### src/rtl/entrada_pkg.sv
// entrada_pkg: shared definitions for the IN-instruction input unit.
//   estado_t        : FSM state encoding (code 2'd3 is illegal, recovers to OCIOSO)
//   DEBOUNCE_SYNTH  : debounce length for the board clock
//   DEBOUNCE_SIM    : short debounce length for simulation
package entrada_pkg;

  typedef enum logic [1:0] {
    OCIOSO  = 2'd0,
    ESPERA  = 2'd1,
    CAPTURA = 2'd2
  } estado_t;

  localparam int unsigned DEBOUNCE_SYNTH = 50000;
  localparam int unsigned DEBOUNCE_SIM   = 4;

endpackage

### src/rtl/entrada_debounce_botao.sv
// debounce_botao: synchronizer, debouncer and press detector for an
// active-low push button.
//   clk_i    : clock
//   rst_i    : synchronous active-high reset (level forced to released = 1)
//   botao_i  : raw button, asynchronous, active-low
//   nivel_o  : debounced button level (1 = released)
//   aperto_o : one-cycle pulse, high in the cycle whose closing edge moves
//              the debounced level from 1 to 0
module debounce_botao
  import entrada_pkg::*;
#(
  parameter int unsigned DEBOUNCE_CYCLES = DEBOUNCE_SIM
) (
  input  logic clk_i,
  input  logic rst_i,
  input  logic botao_i,
  output logic nivel_o,
  output logic aperto_o
);

  localparam int unsigned CW = $clog2(DEBOUNCE_CYCLES);

  logic          sync1_q;
  logic          sync2_q;
  logic          nivel_q;
  logic          nivel_d;
  logic [CW-1:0] cnt_q;
  logic [CW-1:0] cnt_d;
  logic          vira;

  // The level flips on the DEBOUNCE_CYCLES-th consecutive differing cycle;
  // any agreeing cycle restarts the count.
  always_comb begin
    vira    = (sync2_q != nivel_q) && (cnt_q == CW'(DEBOUNCE_CYCLES - 1));
    nivel_d = vira ? ~nivel_q : nivel_q;
    if ((sync2_q == nivel_q) || vira) begin
      cnt_d = '0;
    end else begin
      cnt_d = cnt_q + CW'(1);
    end
  end

  always_ff @(posedge clk_i) begin
    if (rst_i) begin
      sync1_q <= 1'b1;
      sync2_q <= 1'b1;
      nivel_q <= 1'b1;
      cnt_q   <= '0;
    end else begin
      sync1_q <= botao_i;
      sync2_q <= sync1_q;
      nivel_q <= nivel_d;
      cnt_q   <= cnt_d;
    end
  end

  assign nivel_o = nivel_q;
  // Press edge is taken from the flip decision rather than a delayed copy of
  // the level, so the FSM sees it one cycle earlier.
  assign aperto_o = vira & nivel_q;

endmodule

### src/rtl/entrada.sv
// entrada: input unit for the IN instruction. Stalls the processor until
// the user confirms the switch value with the push button, then places the
// extended switch value on the write-back bus.
//   clock      : system clock
//   res        : synchronous active-high reset
//   in         : high while an IN instruction executes
//   chaves     : board switches (quasi-static)
//   confirma   : raw push button, active-low, asynchronous
//   numero     : captured, extended switch value (registered, held)
//   pronto     : one-cycle pulse when a value has been captured
//   halt       : combinational stall request to the PC/control unit
//   aguardando : registered status LED, high while waiting for the user
module entrada
  import entrada_pkg::*;
#(
  parameter int unsigned DATA_WIDTH      = 32,
  parameter int unsigned SW_WIDTH        = 16,
  parameter int unsigned SIGN_EXT        = 0,
  parameter int unsigned DEBOUNCE_CYCLES = DEBOUNCE_SYNTH
) (
  input  logic                  clock,
  input  logic                  res,
  input  logic                  in,
  input  logic [SW_WIDTH-1:0]   chaves,
  input  logic                  confirma,
  output logic [DATA_WIDTH-1:0] numero,
  output logic                  pronto,
  output logic                  halt,
  output logic                  aguardando
);

  localparam int unsigned EXT_W = DATA_WIDTH - SW_WIDTH;

  estado_t               estado_q;
  estado_t               estado_d;
  logic [DATA_WIDTH-1:0] numero_q;
  logic [DATA_WIDTH-1:0] numero_d;
  logic                  aguardando_q;
  logic [DATA_WIDTH-1:0] estendido;
  logic                  aperto;
  // Only the press edge matters here; the debounced level itself is unused.
  logic                  botao_nivel_unused;

  debounce_botao #(
    .DEBOUNCE_CYCLES(DEBOUNCE_CYCLES)
  ) u_botao (
    .clk_i   (clock),
    .rst_i   (res),
    .botao_i (confirma),
    .nivel_o (botao_nivel_unused),
    .aperto_o(aperto)
  );

  always_comb begin
    estendido = {{EXT_W{(SIGN_EXT != 0) & chaves[SW_WIDTH-1]}}, chaves};
  end

  // State register
  always_ff @(posedge clock) begin
    if (res) begin
      estado_q     <= OCIOSO;
      numero_q     <= '0;
      aguardando_q <= 1'b0;
    end else begin
      estado_q     <= estado_d;
      numero_q     <= numero_d;
      aguardando_q <= (estado_d == ESPERA);
    end
  end

  // Next state; presses seen in OCIOSO are dropped on purpose, and a falling
  // in during ESPERA wins over a simultaneous press.
  always_comb begin
    estado_d = OCIOSO;
    numero_d = numero_q;
    case (estado_q)
      OCIOSO: begin
        estado_d = in ? ESPERA : OCIOSO;
      end
      ESPERA: begin
        if (!in) begin
          estado_d = OCIOSO;
        end else if (aperto) begin
          estado_d = CAPTURA;
          numero_d = estendido;
        end else begin
          estado_d = ESPERA;
        end
      end
      CAPTURA: begin
        estado_d = OCIOSO;
      end
      default: begin
        estado_d = OCIOSO;
      end
    endcase
  end

  // Outputs
  always_comb begin
    pronto     = (estado_q == CAPTURA);
    halt       = ((estado_q == OCIOSO) && in) || (estado_q == ESPERA);
    numero     = numero_q;
    aguardando = aguardando_q;
  end

endmodule

### config.mk
export PLATFORM = sky130hd
export DESIGN_NAME = entrada
export DESIGN_NICKNAME = d
export VERILOG_FILES = /design/src/rtl/entrada_pkg.sv /design/src/rtl/entrada_debounce_botao.sv /design/src/rtl/entrada.sv
export SDC_FILE = /design/constraint.sdc
export NUM_CORES = 1
export LEC_CHECK = 0
export ABC_CLOCK_PERIOD_IN_PS = 3100
export BUFFER_PORTS_ARGS = -buffer_cell sky130_fd_sc_hd__buf_4
export CORE_UTILIZATION = 45
export CTS_BUF_LIST = sky130_fd_sc_hd__clkbuf_8
export DETAILED_ROUTE_END_ITERATION = 8
export PLACE_DENSITY = 0.72
export SYNTH_ARGS = -nofsm -noshare
export SYNTH_HDL_FRONTEND = slang
export SYNTH_SLANG_ARGS = --single-unit
### constraint.sdc
create_clock -name clock -period 3.1 [get_ports clock]
set_input_delay 0 -clock clock [delete_from_list [all_inputs] [get_ports clock]]
set_output_delay 0 -clock clock [all_outputs]
set_load 0.02 [all_outputs]
* After elaboration in Yosys (flattened, before gate mapping) *
Index checks and enable logic that the tools add are counted.

word-level totals
  memories = 0
  bits in writable memories = 0
  register bits after elaboration = 38
  output and inout bits = 35
  word-level logic and storage cells = 27
  memory bits (read-only) = 0
  latch bits = 0

cells by class
  multipliers = 0
  div/mod/pow operators = 0
  shift operators = 0
  reductions and logical operators = 7
  equal/unequal tests = 6
  $add $sub $neg = 1
  mux-type cells = 4
  $lt $le $gt $ge = 0
  bitwise gates (word level) = 2

operator list
  cell                                                 number
  adder 16 x 1 -> 16 bit, second input constant        1
  equality test 16 bit, second input constant          1
  equality test 2 x 1 -> 1 bit, second input constant  2
  2-to-1 mux 2 bit                                     2
  one-hot mux 2 bit (2 select lines)                   1
  AND reduction 3 bit                                  1
  equality test 2 bit, second input constant           1
  logical AND 1 bit                                    2
  zero test 2 bit                                      1
  logical OR 1 bit                                     2
  OR reduction 2 bit                                   1
  AND 1 bit                                            1
  equality test 1 bit                                  1
  2-to-1 mux 1 bit                                     1
  inequality test 1 bit                                1
  NOT 1 bit                                            1

* Logic depth before layout (Yosys ltp) *
  word-level depth = 7
  gate-level depth with buffers = 7
  mapped depth without buffers = 5

* By module *
From an unflattened synthesis, not the netlist that was laid out.

second synthesis, totals
  cell total of the unflattened synthesis = 186
  area total of the unflattened synthesis = 1767.9 um^2

modules (own cells, without submodules)
  module          area an instance (um^2)  cells an instance  times used  sequential area each (um^2)
  entrada         958.4                    97                 1           380.4
  debounce_botao  809.5                    89                 1           380.4

* Least setup slack after synthesis *
OpenSTA, ideal clock, no wires.

  kind = register to register
  start point = reg u_botao.cnt_q[0]
  end point = reg u_botao.cnt_q[10]
  setup time = 0.064 ns
  path buffers = 2
  stages on the path, launching flop included = 8
  data arrival time = 1.559 ns
  slack = 1.477 ns
  data required time = 3.036 ns
  cell sequence = dfxtp_1 > ha_1 > and4_4 > and4_4 > or3_1 > buf_6 > buf_6 > nor2_1

on the way
  longest elaborated chain between the ends = 4
  elaborated cells on any way between the ends = 5

RTL lines
  item                                                            RTL line                      RTL
  from (decl)                                                     entrada_debounce_botao.sv:27  logic [CW-1:0] cnt_q;
  from (signal assigned)                                          entrada_debounce_botao.sv:53  cnt_q <= cnt_d;
  branches (longest 4 deep; another with adder 16 x 1 -> 16 bit)  n/a

Parallel ways; which one is timed is not known.
A chain may end at the register's enable or synchronous reset.

* Final worst setup path *
  start point = reg u_botao.cnt_q[0]
  end point = reg numero_q[14] (netlist: numero[14])

on the way
  longest elaborated chain between the ends = 4

RTL lines
  item                           RTL line                      RTL
  equality test 16 bit           entrada_debounce_botao.sv:34  vira = (sync2_q != nivel_q) && (cnt_q == CW'(DEBOUNCE_CYCLES - 1));
  logical AND 1 bit              entrada_debounce_botao.sv:34
  AND 1 bit                      entrada_debounce_botao.sv:60  assign aperto_o = vira & nivel_q;
  AND reduction 3 bit (no line)  n/a
  to (signal assigned)           entrada.sv:66                 numero_q <= numero_d;
  to (decl)                      entrada.sv:36                 logic [DATA_WIDTH-1:0] numero_q;

No other way between the ends.

==> impl_metrics.toml <==
[hold_path]
timing.hold.worst.class = "in2reg"
whs_path_depth = 2

[timing]
final-max-slew-violation-count = 0
hold_violations = 0
setup_slack_ns = 1.13
whs_ns = 0.0453
finalCritPeriodShare_pct = 63.5
setup_viol_count_final = 0
worstMarginPinSlew_ns = 0.661
max_freq_ghz = 0.508
fin_setup_tns_ns = 0
skew_ns = 0.00385
period_needed_ns = 1.97
rsz0062_at_grt = "no"
slew_headroom_pct = 55.8

[critical_path]
cp_cell_sequence = "ha_1 > and4_4 > nand4_1 > o21ai_0 > a21oi_1"
critPathCaptureType = "flop"
critical_path_arrival_ns = 2.13
reg2reg_depth = 5
cp.required_ns = 3.26
cpPeakStageDelay_ns = 0.53
worst-path-max-fanout = 17
path_depth = 5
cp-start-kind = "flop"
worstSetupPathType = "reg2reg"
slowest_stage = "nand4_1"
path_buf_inv = 0
cp_top_family = "simple AND/OR/NAND/NOR gates"

[yosys]
synthFlopType = "dfxtp_1"
netlist_instances = 195
muxShareOfSynthArea_pct = 0
synth_adder_area_share_pct = 0.730
synth_area_per_cell_sq_um = 8.79
synth-edff-count = 0
yosys.area_share.xor_xnor_pct = 7.66
synth_area_sq_um = 1710
yosys_warnings = 0
async_flop_share_pct = 0
synth.distinct_cells = 30
synth-seq-cells = 38
synth_top_family_by_area = "simple AND/OR/NAND/NOR gates"
synth_compound_area_share_pct = 9.93
yosysSeqAreaShare_pct = 44.4
synthSimpleGateAreaFrac_pct = 25.0

[pwr]
worst_ir_drop_vdd_mv = 0.293
p_leak_nw = 0.860
powerDensity_nw_per_um2 = 409

[layout]
final_cell_mix = "buf_4 (39), dfxtp_1 (38), nand4_1 (22), nor2_1 (21), a21oi_1 (18)"
antenna_cells = 0
drive_above_1_share_pct = 20.7
final_common_cell = "buf_4"
syn_to_final_growth_pct = 26.8
num-nets-final = 263

[placed_design]
place_worst_setup_slack_ns = 1.11
gp_congestion = 0.771
dp_hpwl_mm = 2.21
port_buffers = 38

[route]
avgRoutedWirePerCell_um = 12.1
drtIter0Drc = 116
remaining_drc_errors = 0
drtPass1Iterations = 4
wl_mm = 3.49
vias_per_cell = 5.05
ant_nets = 0
vias = 1459

[flow_run]
cap_violations = 0

[floorplan]
die_area_sq_um = 4060
die_w_um = 63.7
coreArea_sq_um = 3660
start_util_pct = 46.8
row_count = 22
fp.dieH_um = 63.7
io_pins = 55

[clocking]
numClockSinks = 38
cts-root-buf = "clkbuf_8"
clockBufferDepth = 2
cts_tree = "yes"
numCtsBuffers = 5
clock_latency_ns = 0.28
cts_resized = 0
htreeDepth = 2
clk_pin_slew_ns = 0.07

[global_route]
antenna_found_initial = 0
grt_pass1_vias = 1351
grt_max_degree = 22
grt_util_all_layers_pct = 18.3
grt_pass1_wl_mm = 5.82
grt_overflow = 0

[run_status]
status = "complete, no violations"
## per-stage QoR
| step | power [W] | util (%) | area (sq um) | cells |
|---|---|---|---|---|
| floorplan | 0.000553 | - | 1770 | 210 |
| global placement | 0.000560 | 52.5 | 1920 | 266 |
| detailed placement | 0.000560 | 52.5 | 1920 | 266 |
| CTS | 0.000900 | 59.4 | 2170 | 289 |
| global route | 0.000930 | 59.4 | 2170 | 289 |
| finish | 0.000889 | 59.4 | 2170 | 289 |
## layout make-up
class	count	area (sq um)
Sequential cell	38	761
Tap cell	48	60.1
Timing Repair Buffer	56	463
Fill cell	333	1490
Inverter	1	3.75
Clock buffer	6	82.6
Multi-Input combinational cell	140	803
## flip-flops by register name, indices dropped and copies added (netlist names)
name	flops
estado_q	2
u_botao.cnt_q	16
aguardando	1
u_botao.nivel_o	1
numero	16
u_botao.sync1_q	1
u_botao.sync2_q	1
## report_power, final
group / internal [W] / total (W) / leakage, nW / switching [W]
Clock: 0.000171 / 0.000322 / 0.0431 / 0.000151
Sequential: 0.000491 / 0.000493 / 0.307 / 0.00000186
Combinational: 0.0000351 / 0.0000743 / 0.510 / 0.0000391
Total: 0.000697 / 0.000889 / 0.860 / 0.000192
## path summary, 6_finish.rpt
kind / start / end / slack, ns
worst max-delay path: u_botao.cnt_q[0]$_SDFF_PP0_ / numero[14]$_SDFFE_PP0P_ / 1.13
worst min-delay path: res / numero[7]$_SDFFE_PP0P_ / 0.05
worst max register to register: u_botao.cnt_q[0]$_SDFF_PP0_ / numero[14]$_SDFFE_PP0P_ / 1.13
worst min register to register: u_botao.sync1_q$_SDFF_PP1_ / u_botao.sync2_q$_SDFF_PP1_ / 0.41
## layer usage
| layer | part of all wire (%) | global-route usage, % | vias up | wire, um |
|---|---|---|---|---|
| met5 | 0 | 0 | - | 0 |
| met4 | 1.3 | 5.97 | 0 | 44 |
| met3 | 4.9 | 5.80 | 5 | 171 |
| met2 | 46 | 31.1 | 38 | 1600 |
| met1 | 48 | 21.7 | 677 | 1680 |
| li1 | - | - | 739 | - |
## synthesized netlist by cell type (2+ instances only)
| master | number | share of area, % |
|---|---|---|
| a21oi_1 | 18 | 5.3 |
| and3_1 | 4 | 1.5 |
| and3b_1 | 2 | 1.0 |
| and4_1 | 3 | 1.5 |
| and4_4 | 2 | 1.3 |
| buf_2 | 2 | 0.58 |
| buf_4 | 18 | 7.9 |
| buf_6 | 2 | 1.3 |
| clkbuf_1 | 8 | 1.8 |
| dfxtp_1 | 38 | 44 |
| nand2_1 | 5 | 1.1 |
| nand3_1 | 5 | 1.5 |
| nand4_1 | 22 | 8.0 |
| nor2_1 | 21 | 4.6 |
| nor2b_1 | 2 | 0.73 |
| o21ai_0 | 15 | 4.4 |
| or2_2 | 2 | 0.73 |
| xnor2_1 | 5 | 2.6 |
| xor2_1 | 10 | 5.1 |
## cells by family (layout without fill, tap and decap cells)
logic type      count (synthesis)  in the layout
compound gates                 34             34
flops                          38             38
xor+xnor                       15             15
other cells                     1             16
simple gates                   74             74
fa+ha+maj                       1              1
buf+inv                        32             63
## timing repair
item                                   4_1_cts  5_1_grt
buffers inserted                             0        0
hold buffers                                17        0
endpoints found under the hold margin       17        0
setup endpoints to repair                    0        0
## worst reg2reg max path, cell delays in order (launching register included)
cell and delay [ns]:
dfxtp_1 0.38, ha_1 0.22, and4_4 0.25, nand4_1 0.53, o21ai_0 0.38, a21oi_1 0.09
(Power assumes the default switching activity.)
